File: src/rtl/axilgpio_irqsvc_if.sv
// axilgpio_irqsvc_if
//   AXI4-Lite bus bundle between the interrupt-service engine (master) and
//   the GPIO peripheral register file (slave).
//   Write address : M_AXI_AWVALID / M_AXI_AWREADY / M_AXI_AWADDR[4:0]
//   Write data    : M_AXI_WVALID / M_AXI_WREADY / M_AXI_WDATA[31:0] / M_AXI_WSTRB[3:0]
//   Write response: M_AXI_BVALID / M_AXI_BREADY / M_AXI_BRESP[1:0]
//   Read address  : M_AXI_ARVALID / M_AXI_ARREADY / M_AXI_ARADDR[4:0]
//   Read data     : M_AXI_RVALID / M_AXI_RREADY / M_AXI_RDATA[31:0] / M_AXI_RRESP[1:0]
`timescale 1ns/1ps
interface axilgpio_irqsvc_if;
  logic        M_AXI_AWVALID;
  logic        M_AXI_AWREADY;
  logic [4:0]  M_AXI_AWADDR;
  logic        M_AXI_WVALID;
  logic        M_AXI_WREADY;
  logic [31:0] M_AXI_WDATA;
  logic [3:0]  M_AXI_WSTRB;
  logic        M_AXI_BVALID;
  logic        M_AXI_BREADY;
  logic [1:0]  M_AXI_BRESP;
  logic        M_AXI_ARVALID;
  logic        M_AXI_ARREADY;
  logic [4:0]  M_AXI_ARADDR;
  logic        M_AXI_RVALID;
  logic        M_AXI_RREADY;
  logic [31:0] M_AXI_RDATA;
  logic [1:0]  M_AXI_RRESP;

  modport master (
    output M_AXI_AWVALID, M_AXI_AWADDR, M_AXI_WVALID, M_AXI_WDATA, M_AXI_WSTRB,
           M_AXI_BREADY, M_AXI_ARVALID, M_AXI_ARADDR, M_AXI_RREADY,
    input  M_AXI_AWREADY, M_AXI_WREADY, M_AXI_BVALID, M_AXI_BRESP,
           M_AXI_ARREADY, M_AXI_RVALID, M_AXI_RDATA, M_AXI_RRESP
  );

  modport slave (
    input  M_AXI_AWVALID, M_AXI_AWADDR, M_AXI_WVALID, M_AXI_WDATA, M_AXI_WSTRB,
           M_AXI_BREADY, M_AXI_ARVALID, M_AXI_ARADDR, M_AXI_RREADY,
    output M_AXI_AWREADY, M_AXI_WREADY, M_AXI_BVALID, M_AXI_BRESP,
           M_AXI_ARREADY, M_AXI_RVALID, M_AXI_RDATA, M_AXI_RRESP
  );
endinterface

File: src/rtl/axilgpio_irqsvc.sv
// axilgpio_irqsvc
//   Services the level interrupt of an AXI-Lite GPIO block: reads ISR (0x1C),
//   reads IN (0x10), clears the serviced sources in CHANGED (0x14, W1C) and
//   hands a {src, lvl} record to a valid/ready consumer.
//   Optional macro AXILGPIO_IRQSVC_INIT_EN: after reset, writes MASK_INIT to
//   MASK (0x18) once before servicing interrupts.
// Ports
//   M_AXI_ACLK      clock, rising edge
//   M_AXI_ARESET    asynchronous active-high reset
//   i_int           level interrupt from the GPIO peripheral
//   m_axi           AXI-Lite master bus (axilgpio_irqsvc_if.master)
//   o_evt_valid/i_evt_ready, o_evt_src[NIN], o_evt_lvl[NIN]  event record
//   o_err           sticky AXI error flag (RRESP/BRESP non-OKAY)
//   o_busy          high whenever the FSM is not in IDLE
`timescale 1ns/1ps
module axilgpio_irqsvc #(
  parameter int             NIN       = 5,
  parameter logic [NIN-1:0] MASK_INIT = {NIN{1'b1}}
) (
  input  logic                     M_AXI_ACLK,
  input  logic                     M_AXI_ARESET,
  input  logic                     i_int,
  axilgpio_irqsvc_if.master        m_axi,
  output logic                     o_evt_valid,
  input  logic                     i_evt_ready,
  output logic [NIN-1:0]           o_evt_src,
  output logic [NIN-1:0]           o_evt_lvl,
  output logic                     o_err,
  output logic                     o_busy
);

  localparam logic [2:0] S_INIT   = 3'd0;
  localparam logic [2:0] S_IDLE   = 3'd1;
  localparam logic [2:0] S_RD_ISR = 3'd2;
  localparam logic [2:0] S_RD_IN  = 3'd3;
  localparam logic [2:0] S_WR_CLR = 3'd4;
  localparam logic [2:0] S_EVT    = 3'd5;

  localparam logic [4:0] ADDR_IN   = 5'h10;
  localparam logic [4:0] ADDR_CHG  = 5'h14;
  localparam logic [4:0] ADDR_MASK = 5'h18;
  localparam logic [4:0] ADDR_ISR  = 5'h1C;

  logic [2:0]     state;
  logic           start;     // request of the current state goes out next edge
  logic [NIN-1:0] src;
  logic [NIN-1:0] lvl;
  logic           arvalid;
  logic           rready;
  logic           awvalid;
  logic           wvalid;
  logic           bready;
`ifdef AXILGPIO_IRQSVC_INIT_EN
  logic           boot;      // first cycle after reset release diverts IDLE into INIT
`endif

  logic rd_done, rd_err, wr_done, wr_err;
  assign rd_done = m_axi.M_AXI_RVALID && rready;
  assign rd_err  = (m_axi.M_AXI_RRESP != 2'b00);
  assign wr_done = m_axi.M_AXI_BVALID && bready;
  assign wr_err  = (m_axi.M_AXI_BRESP != 2'b00);

  // Address/data are decoded from the state, so they hold for the whole phase.
  assign m_axi.M_AXI_ARVALID = arvalid;
  assign m_axi.M_AXI_ARADDR  = (state == S_RD_ISR) ? ADDR_ISR : ADDR_IN;
  assign m_axi.M_AXI_RREADY  = rready;
  assign m_axi.M_AXI_AWVALID = awvalid;
  assign m_axi.M_AXI_AWADDR  = (state == S_WR_CLR) ? ADDR_CHG : ADDR_MASK;
  assign m_axi.M_AXI_WVALID  = wvalid;
  assign m_axi.M_AXI_WDATA   = (state == S_WR_CLR) ? 32'(src) : 32'(MASK_INIT);
  assign m_axi.M_AXI_WSTRB   = 4'hF;
  assign m_axi.M_AXI_BREADY  = bready;

  assign o_evt_src = src;
  assign o_evt_lvl = lvl;
  assign o_busy    = (state != S_IDLE);

  always_ff @(posedge M_AXI_ACLK or posedge M_AXI_ARESET) begin
    if (M_AXI_ARESET) begin
      state       <= S_IDLE;
      start       <= 1'b0;
      src         <= '0;
      lvl         <= '0;
      arvalid     <= 1'b0;
      rready      <= 1'b0;
      awvalid     <= 1'b0;
      wvalid      <= 1'b0;
      bready      <= 1'b0;
      o_evt_valid <= 1'b0;
      o_err       <= 1'b0;
`ifdef AXILGPIO_IRQSVC_INIT_EN
      boot        <= 1'b1;
`endif
    end else begin
      start <= 1'b0;
      if (start) begin
        if (state == S_RD_ISR || state == S_RD_IN) begin
          arvalid <= 1'b1;
          rready  <= 1'b1;
        end else begin
          awvalid <= 1'b1;
          wvalid  <= 1'b1;
          bready  <= 1'b1;
        end
      end
      // Each VALID drops on its own READY; READY drops once the response lands.
      if (arvalid && m_axi.M_AXI_ARREADY) arvalid <= 1'b0;
      if (awvalid && m_axi.M_AXI_AWREADY) awvalid <= 1'b0;
      if (wvalid && m_axi.M_AXI_WREADY)   wvalid  <= 1'b0;
      if (rd_done)                        rready  <= 1'b0;
      if (wr_done)                        bready  <= 1'b0;

      case (state)
        S_IDLE: begin
`ifdef AXILGPIO_IRQSVC_INIT_EN
          if (boot) begin
            boot  <= 1'b0;
            state <= S_INIT;
            start <= 1'b1;
          end else
`endif
          if (i_int) begin
            state <= S_RD_ISR;
            start <= 1'b1;
          end
        end
        S_INIT: begin
          if (wr_done) begin
            if (wr_err) o_err <= 1'b1;
            state <= S_IDLE;
          end
        end
        S_RD_ISR: begin
          if (rd_done) begin
            if (rd_err) begin
              o_err <= 1'b1;
              state <= S_IDLE;
            end else if (m_axi.M_AXI_RDATA[NIN-1:0] == '0) begin
              state <= S_IDLE;  // spurious: nothing pending
            end else begin
              src   <= m_axi.M_AXI_RDATA[NIN-1:0];
              state <= S_RD_IN;
              start <= 1'b1;
            end
          end
        end
        S_RD_IN: begin
          if (rd_done) begin
            if (rd_err) begin
              o_err <= 1'b1;
              state <= S_IDLE;
            end else begin
              lvl   <= m_axi.M_AXI_RDATA[NIN-1:0];
              state <= S_WR_CLR;
              start <= 1'b1;
            end
          end
        end
        S_WR_CLR: begin
          if (wr_done) begin
            if (wr_err) begin
              o_err <= 1'b1;
              state <= S_IDLE;
            end else begin
              o_evt_valid <= 1'b1;
              state       <= S_EVT;
            end
          end
        end
        S_EVT: begin
          if (i_evt_ready) begin
            o_evt_valid <= 1'b0;
            state       <= S_IDLE;
          end
        end
        default: state <= S_IDLE;
      endcase
    end
  end

endmodule

File: src/flat_wrapper.sv
// flat-port wrapper written by rule: the top's interface ports become plain ports
module axilgpio_irqsvc_flat 
#(
  parameter int             NIN       = 5,
  parameter logic [NIN-1:0] MASK_INIT = {NIN{1'b1}}
)
  (M_AXI_ACLK, M_AXI_ARESET, i_int, o_evt_valid, i_evt_ready, o_evt_src, o_evt_lvl, o_err, o_busy, m_axi_M_AXI_AWVALID, m_axi_M_AXI_AWADDR, m_axi_M_AXI_WVALID, m_axi_M_AXI_WDATA, m_axi_M_AXI_WSTRB, m_axi_M_AXI_BREADY, m_axi_M_AXI_ARVALID, m_axi_M_AXI_ARADDR, m_axi_M_AXI_RREADY, m_axi_M_AXI_AWREADY, m_axi_M_AXI_WREADY, m_axi_M_AXI_BVALID, m_axi_M_AXI_BRESP, m_axi_M_AXI_ARREADY, m_axi_M_AXI_RVALID, m_axi_M_AXI_RDATA, m_axi_M_AXI_RRESP);
  axilgpio_irqsvc_if m_axi_i ();
  input  logic M_AXI_ACLK;
  input  logic M_AXI_ARESET;
  input  logic i_int;
  output logic o_evt_valid;
  input  logic i_evt_ready;
  output logic [NIN-1:0] o_evt_src;
  output logic [NIN-1:0] o_evt_lvl;
  output logic o_err;
  output logic o_busy;
  output wire logic [$bits(m_axi_i.M_AXI_AWVALID)-1:0] m_axi_M_AXI_AWVALID;
  output wire logic [$bits(m_axi_i.M_AXI_AWADDR)-1:0] m_axi_M_AXI_AWADDR;
  output wire logic [$bits(m_axi_i.M_AXI_WVALID)-1:0] m_axi_M_AXI_WVALID;
  output wire logic [$bits(m_axi_i.M_AXI_WDATA)-1:0] m_axi_M_AXI_WDATA;
  output wire logic [$bits(m_axi_i.M_AXI_WSTRB)-1:0] m_axi_M_AXI_WSTRB;
  output wire logic [$bits(m_axi_i.M_AXI_BREADY)-1:0] m_axi_M_AXI_BREADY;
  output wire logic [$bits(m_axi_i.M_AXI_ARVALID)-1:0] m_axi_M_AXI_ARVALID;
  output wire logic [$bits(m_axi_i.M_AXI_ARADDR)-1:0] m_axi_M_AXI_ARADDR;
  output wire logic [$bits(m_axi_i.M_AXI_RREADY)-1:0] m_axi_M_AXI_RREADY;
  input wire logic [$bits(m_axi_i.M_AXI_AWREADY)-1:0] m_axi_M_AXI_AWREADY;
  input wire logic [$bits(m_axi_i.M_AXI_WREADY)-1:0] m_axi_M_AXI_WREADY;
  input wire logic [$bits(m_axi_i.M_AXI_BVALID)-1:0] m_axi_M_AXI_BVALID;
  input wire logic [$bits(m_axi_i.M_AXI_BRESP)-1:0] m_axi_M_AXI_BRESP;
  input wire logic [$bits(m_axi_i.M_AXI_ARREADY)-1:0] m_axi_M_AXI_ARREADY;
  input wire logic [$bits(m_axi_i.M_AXI_RVALID)-1:0] m_axi_M_AXI_RVALID;
  input wire logic [$bits(m_axi_i.M_AXI_RDATA)-1:0] m_axi_M_AXI_RDATA;
  input wire logic [$bits(m_axi_i.M_AXI_RRESP)-1:0] m_axi_M_AXI_RRESP;
  assign m_axi_M_AXI_AWVALID = m_axi_i.M_AXI_AWVALID;
  assign m_axi_M_AXI_AWADDR = m_axi_i.M_AXI_AWADDR;
  assign m_axi_M_AXI_WVALID = m_axi_i.M_AXI_WVALID;
  assign m_axi_M_AXI_WDATA = m_axi_i.M_AXI_WDATA;
  assign m_axi_M_AXI_WSTRB = m_axi_i.M_AXI_WSTRB;
  assign m_axi_M_AXI_BREADY = m_axi_i.M_AXI_BREADY;
  assign m_axi_M_AXI_ARVALID = m_axi_i.M_AXI_ARVALID;
  assign m_axi_M_AXI_ARADDR = m_axi_i.M_AXI_ARADDR;
  assign m_axi_M_AXI_RREADY = m_axi_i.M_AXI_RREADY;
  assign m_axi_i.M_AXI_AWREADY = m_axi_M_AXI_AWREADY;
  assign m_axi_i.M_AXI_WREADY = m_axi_M_AXI_WREADY;
  assign m_axi_i.M_AXI_BVALID = m_axi_M_AXI_BVALID;
  assign m_axi_i.M_AXI_BRESP = m_axi_M_AXI_BRESP;
  assign m_axi_i.M_AXI_ARREADY = m_axi_M_AXI_ARREADY;
  assign m_axi_i.M_AXI_RVALID = m_axi_M_AXI_RVALID;
  assign m_axi_i.M_AXI_RDATA = m_axi_M_AXI_RDATA;
  assign m_axi_i.M_AXI_RRESP = m_axi_M_AXI_RRESP;
  axilgpio_irqsvc #(.NIN(NIN), .MASK_INIT(MASK_INIT)) u_core (.M_AXI_ACLK(M_AXI_ACLK), .M_AXI_ARESET(M_AXI_ARESET), .i_int(i_int), .m_axi(m_axi_i), .o_evt_valid(o_evt_valid), .i_evt_ready(i_evt_ready), .o_evt_src(o_evt_src), .o_evt_lvl(o_evt_lvl), .o_err(o_err), .o_busy(o_busy));
endmodule
File: config.mk
export PLATFORM = sky130hd
export DESIGN_NAME = axilgpio_irqsvc_flat
export DESIGN_NICKNAME = d
export VERILOG_FILES = /design/src/rtl/axilgpio_irqsvc_if.sv /design/src/rtl/axilgpio_irqsvc.sv /design/src/flat_wrapper.sv
export SDC_FILE = /design/constraint.sdc
export NUM_CORES = 1
export LEC_CHECK = 0
export CAP_MARGIN = 20
export CORE_AREA = 2 2 65 67
export DETAILED_ROUTE_END_ITERATION = 12
export DIE_AREA = 0 0 67 69
export GPL_TIMING_DRIVEN = 0
export PLACE_DENSITY_LB_ADDON = 0.12
export SYNTH_ARGS = -nofsm -noshare
export SYNTH_HDL_FRONTEND = slang
export SYNTH_SLANG_ARGS = --single-unit
File: constraint.sdc
create_clock -name M_AXI_ACLK -period 3.15 [get_ports M_AXI_ACLK]
set_clock_uncertainty 0.05 [all_clocks]
set_input_delay 0.4725 -clock M_AXI_ACLK [delete_from_list [all_inputs] [get_ports M_AXI_ACLK]]
set_output_delay 0.4725 -clock M_AXI_ACLK [all_outputs]
set_load 0.1 [all_outputs]
==> run_results.csv <==
group,metric,value,unit
final_layout,final_cell_area,2036,um^2
final_layout,final_core_util,52.01,%
power_and_ir_drop,internal_power,0.8593,mW
clocking,clk_root_buffer_cell,"clkbuf_8",
synth,synth_cell_types,30,
synth,yosysSeqAreaShare,39.57,%
global_routing,grt_antenna_before_repair,0,
clocking,hold_buffers,0,
global_routing,grt_pass1_vias,957,
synth,yosysWarnings,0,
place,dp_cells,253,
clocking,clk_latency,250,ps
place,dp_hpwl,2256,um
sta,slew_headroom,34.62,%
power_and_ir_drop,pwr-share-comb,72.3,%
sta,worst_pin_slew,977.7,ps
worst_setup_path,start_kind,"register",
clocking,h-tree-depth,1,
clocking,clock_sinks,21,
worst_setup_path,crit_path_end_kind,"output pin",
sta,hold_violations,0,
power_and_ir_drop,p_sw,1.329,mW
worst_setup_path,path_cells,"clkbuf_1 > nor3b_4 > inv_1 > clkdlybuf4s50_1",
clocking,cts_setup_buffers,0,
sta,finalCritPeriodShare,96.21,%
synth,avgSynthCellArea,10.74,um^2
final_layout,fin_cells,257,
final_layout,diodes,0,
worst_setup_path,rr_startpoint,"u_core.state[2]$_DFFE_PP0P_",
sta,setup_violations,0,
place,placed_cell_area,1977,um^2
outcome,status,"finished clean",
floorplan,start_util,34.02,%
detailed_routing,drt_first_pass_iters,4,
synth,synth_top_cells_by_area,"dfrtp_1 (38%), buf_4 (22%), mux2_2 (5.9%)",
sta,timing.fmax,330.0,MHz
detailed_routing,first_iter_violations,40,
final_layout,drive_gt1_share,29.47,%
synth,synth.cell_area,1331,um^2
clocking,tritoncts,"done",
final_layout,finalNetCount,253,
power_and_ir_drop,switching_share,60.73,%
detailed_routing,wl_per_cell,10.84,um
worst_setup_path,crit_arrival,2510,ps
power_and_ir_drop,p_total,2.188,mW
power_and_ir_drop,p_per_area,1075,nW/um^2
global_routing,grt_max_degree,22,
detailed_routing,ant_nets,0,
floorplan,rows,23,
synth,yosysTopAreaCellShare,37.59,%
floorplan,io_pins,109,
floorplan,die_area,4623,um^2
clocking,clock_path_buffers,2,
sta,final_max_slew_viol_count,0,
clocking,cts_buffers,3,
sta,tns,0,ps
final_layout,area_delta_synth_final,52.91,%
final_layout,mostFrequentLayoutCells,"buf_4 (39), clkdlybuf4s50_1 (39), conb_1 (37), dfrtp_1 (20)",
clocking,clk_pin_slew,80,ps
power_and_ir_drop,p_clk_share,7.9,%
worst_setup_path,crit_required,2630,ps
worst_setup_path,critical_path.max_fanout,9,
synth,ys_ff_latch,21,
detailed_routing,vias_per_cell,3.949,
clocking,post_cts_resized,0,
min_path,hp-class,"register to register",
run,drv_cap,0,
sta,rsz0062_at_grt,"false",
worst_setup_path,critPathSlowestCell,"clkdlybuf4s50_1",
synth,syn-instance-count,124,
detailed_routing,wl,2785,um
power_and_ir_drop,p_leak,0.9926,nW
worst_setup_path,max_stage_delay,1120,ps
floorplan,coreArea,3914,um^2
detailed_routing,vias,1015,
min_path,holdCritStartpoint,"u_core.m_axi.M_AXI_WVALID$_DFFE_PP0P_",
place,routabilityCongestion,0.7302,
sta,fin_crit,3031,ps
global_routing,grt_pass1_wl,4429,um
synth,synth.largest_area_cell,"dfrtp_1",
worst_setup_path,startpoint,"u_core.state[0]$_DFFE_PP1P_",
floorplan,die_w,67,um
floorplan,die_y,69,um
worst_setup_path,crit_type,"register to output pin",
power_and_ir_drop,seqPwrFrac,19.8,%
global_routing,grt_usage,12.13,%
place,io_buffer_count,44,
global_routing,grt_overflow,0,
detailed_routing,drc,0,
power_and_ir_drop,ir_drop,0.0004503,V
-- power by group through the flow --
stage | registers (mW) | clock network (mW) | logic (mW)
finish | 0.433 | 0.173 | 1.58
global route | 0.448 | 0.198 | 1.63
CTS | 0.436 | 0.182 | 1.59
detailed placement | 0.442 | 0 | 1.58
global placement | 0.435 | 0 | 1.57
floorplan | 1.00 | 0 | 0.726
-- logic make-up after synthesis --
logic type,after synthesis,synth area share [%]
simple gates,30,12.69
other cells,2,0.5641
buf+inv,45,24.81
compound gates,9,7.050
mux,17,15.32
flops,21,39.57
-- per-stage QoR --
step	hold slack, ps	setup WS, ps
2_1_floorplan	398.3	199.0
3_3_place_gp	410.4	372.1
3_5_place_dp	419.8	371.3
4_1_cts	430.6	82.94
5_1_grt	458.3	19.62
6_report	424.3	119.2
-- critical path: cells and delay by family, from the launching register on --
kind	cells	cell delay (ps)
buffers and inverters	3	1590
DFF	1	520
and+or+nand+nor	1	140
-- synthesized netlist by cell type, drive strengths merged --
cell type / count
a2111oi: 1
a211o: 1
a221oi: 1
a22oi: 1
a2bb2o: 1
a2bb2oi: 1
and2: 1
and2b: 1
buf: 41
clkbuf: 1
conb: 2
dfrtp: 20
dfstp: 1
inv: 3
mux2: 12
mux2i: 5
nand2: 6
nand2b: 7
nand4b: 1
nor2: 7
nor2b: 1
nor3: 2
nor3b: 1
nor4bb: 1
o21ai: 1
o32ai: 2
or3: 1
or4b: 1
-- registers in the layout, summed over array words and instances, names as in the netlist --
signal,count
u_core.o_evt_valid,1
u_core.m_axi.M_AXI_AWVALID,1
u_core.m_axi.M_AXI_WVALID,1
u_core.o_err,1
u_core.state,3
u_core.m_axi.M_AXI_RREADY,1
u_core.start,1
u_core.o_evt_src,5
u_core.m_axi.M_AXI_BREADY,1
u_core.o_evt_lvl,5
u_core.m_axi.M_AXI_ARVALID,1
-- layout make-up --
class / count / area [um^2]
Timing Repair Buffer: 44 / 452.9
Fill cell: 369 / 1878
Clock buffer: 3 / 41.29
Clock inverter: 1 / 5.005
Tap cell: 50 / 62.56
Inverter: 3 / 11.26
Buffer: 42 / 319.1
Multi-Input combinational cell: 93 / 616.8
Sequential cell: 21 / 526.8
-- metal layers --
metal	track usage, %	vias to the layer above	wire length, um
met2	22.11	56	1405
met3	2.284	4	297
met4	4.082	0	41
met5	0	-	0
met1	13.64	451	1040
li1	-	504	-
-- path summary, 6_finish.rpt --
check,end,slack (ps),depth (start not counted)
setup / recovery,m_axi_M_AXI_AWADDR[3],120,4
hold / removal,u_core.m_axi.M_AXI_WVALID$_DFFE_PP0P_,420,1
setup reg to reg,u_core.o_evt_src[3]$_DFFE_PP0P_,1020,4
hold reg to reg,u_core.m_axi.M_AXI_WVALID$_DFFE_PP0P_,420,1
max in group asynchronous,u_core.state[1]$_DFFE_PP0P_,1920,2
min in group asynchronous,u_core.o_evt_lvl[0]$_DFFE_PP0P_,620,2
(Power assumes the default switching activity.)
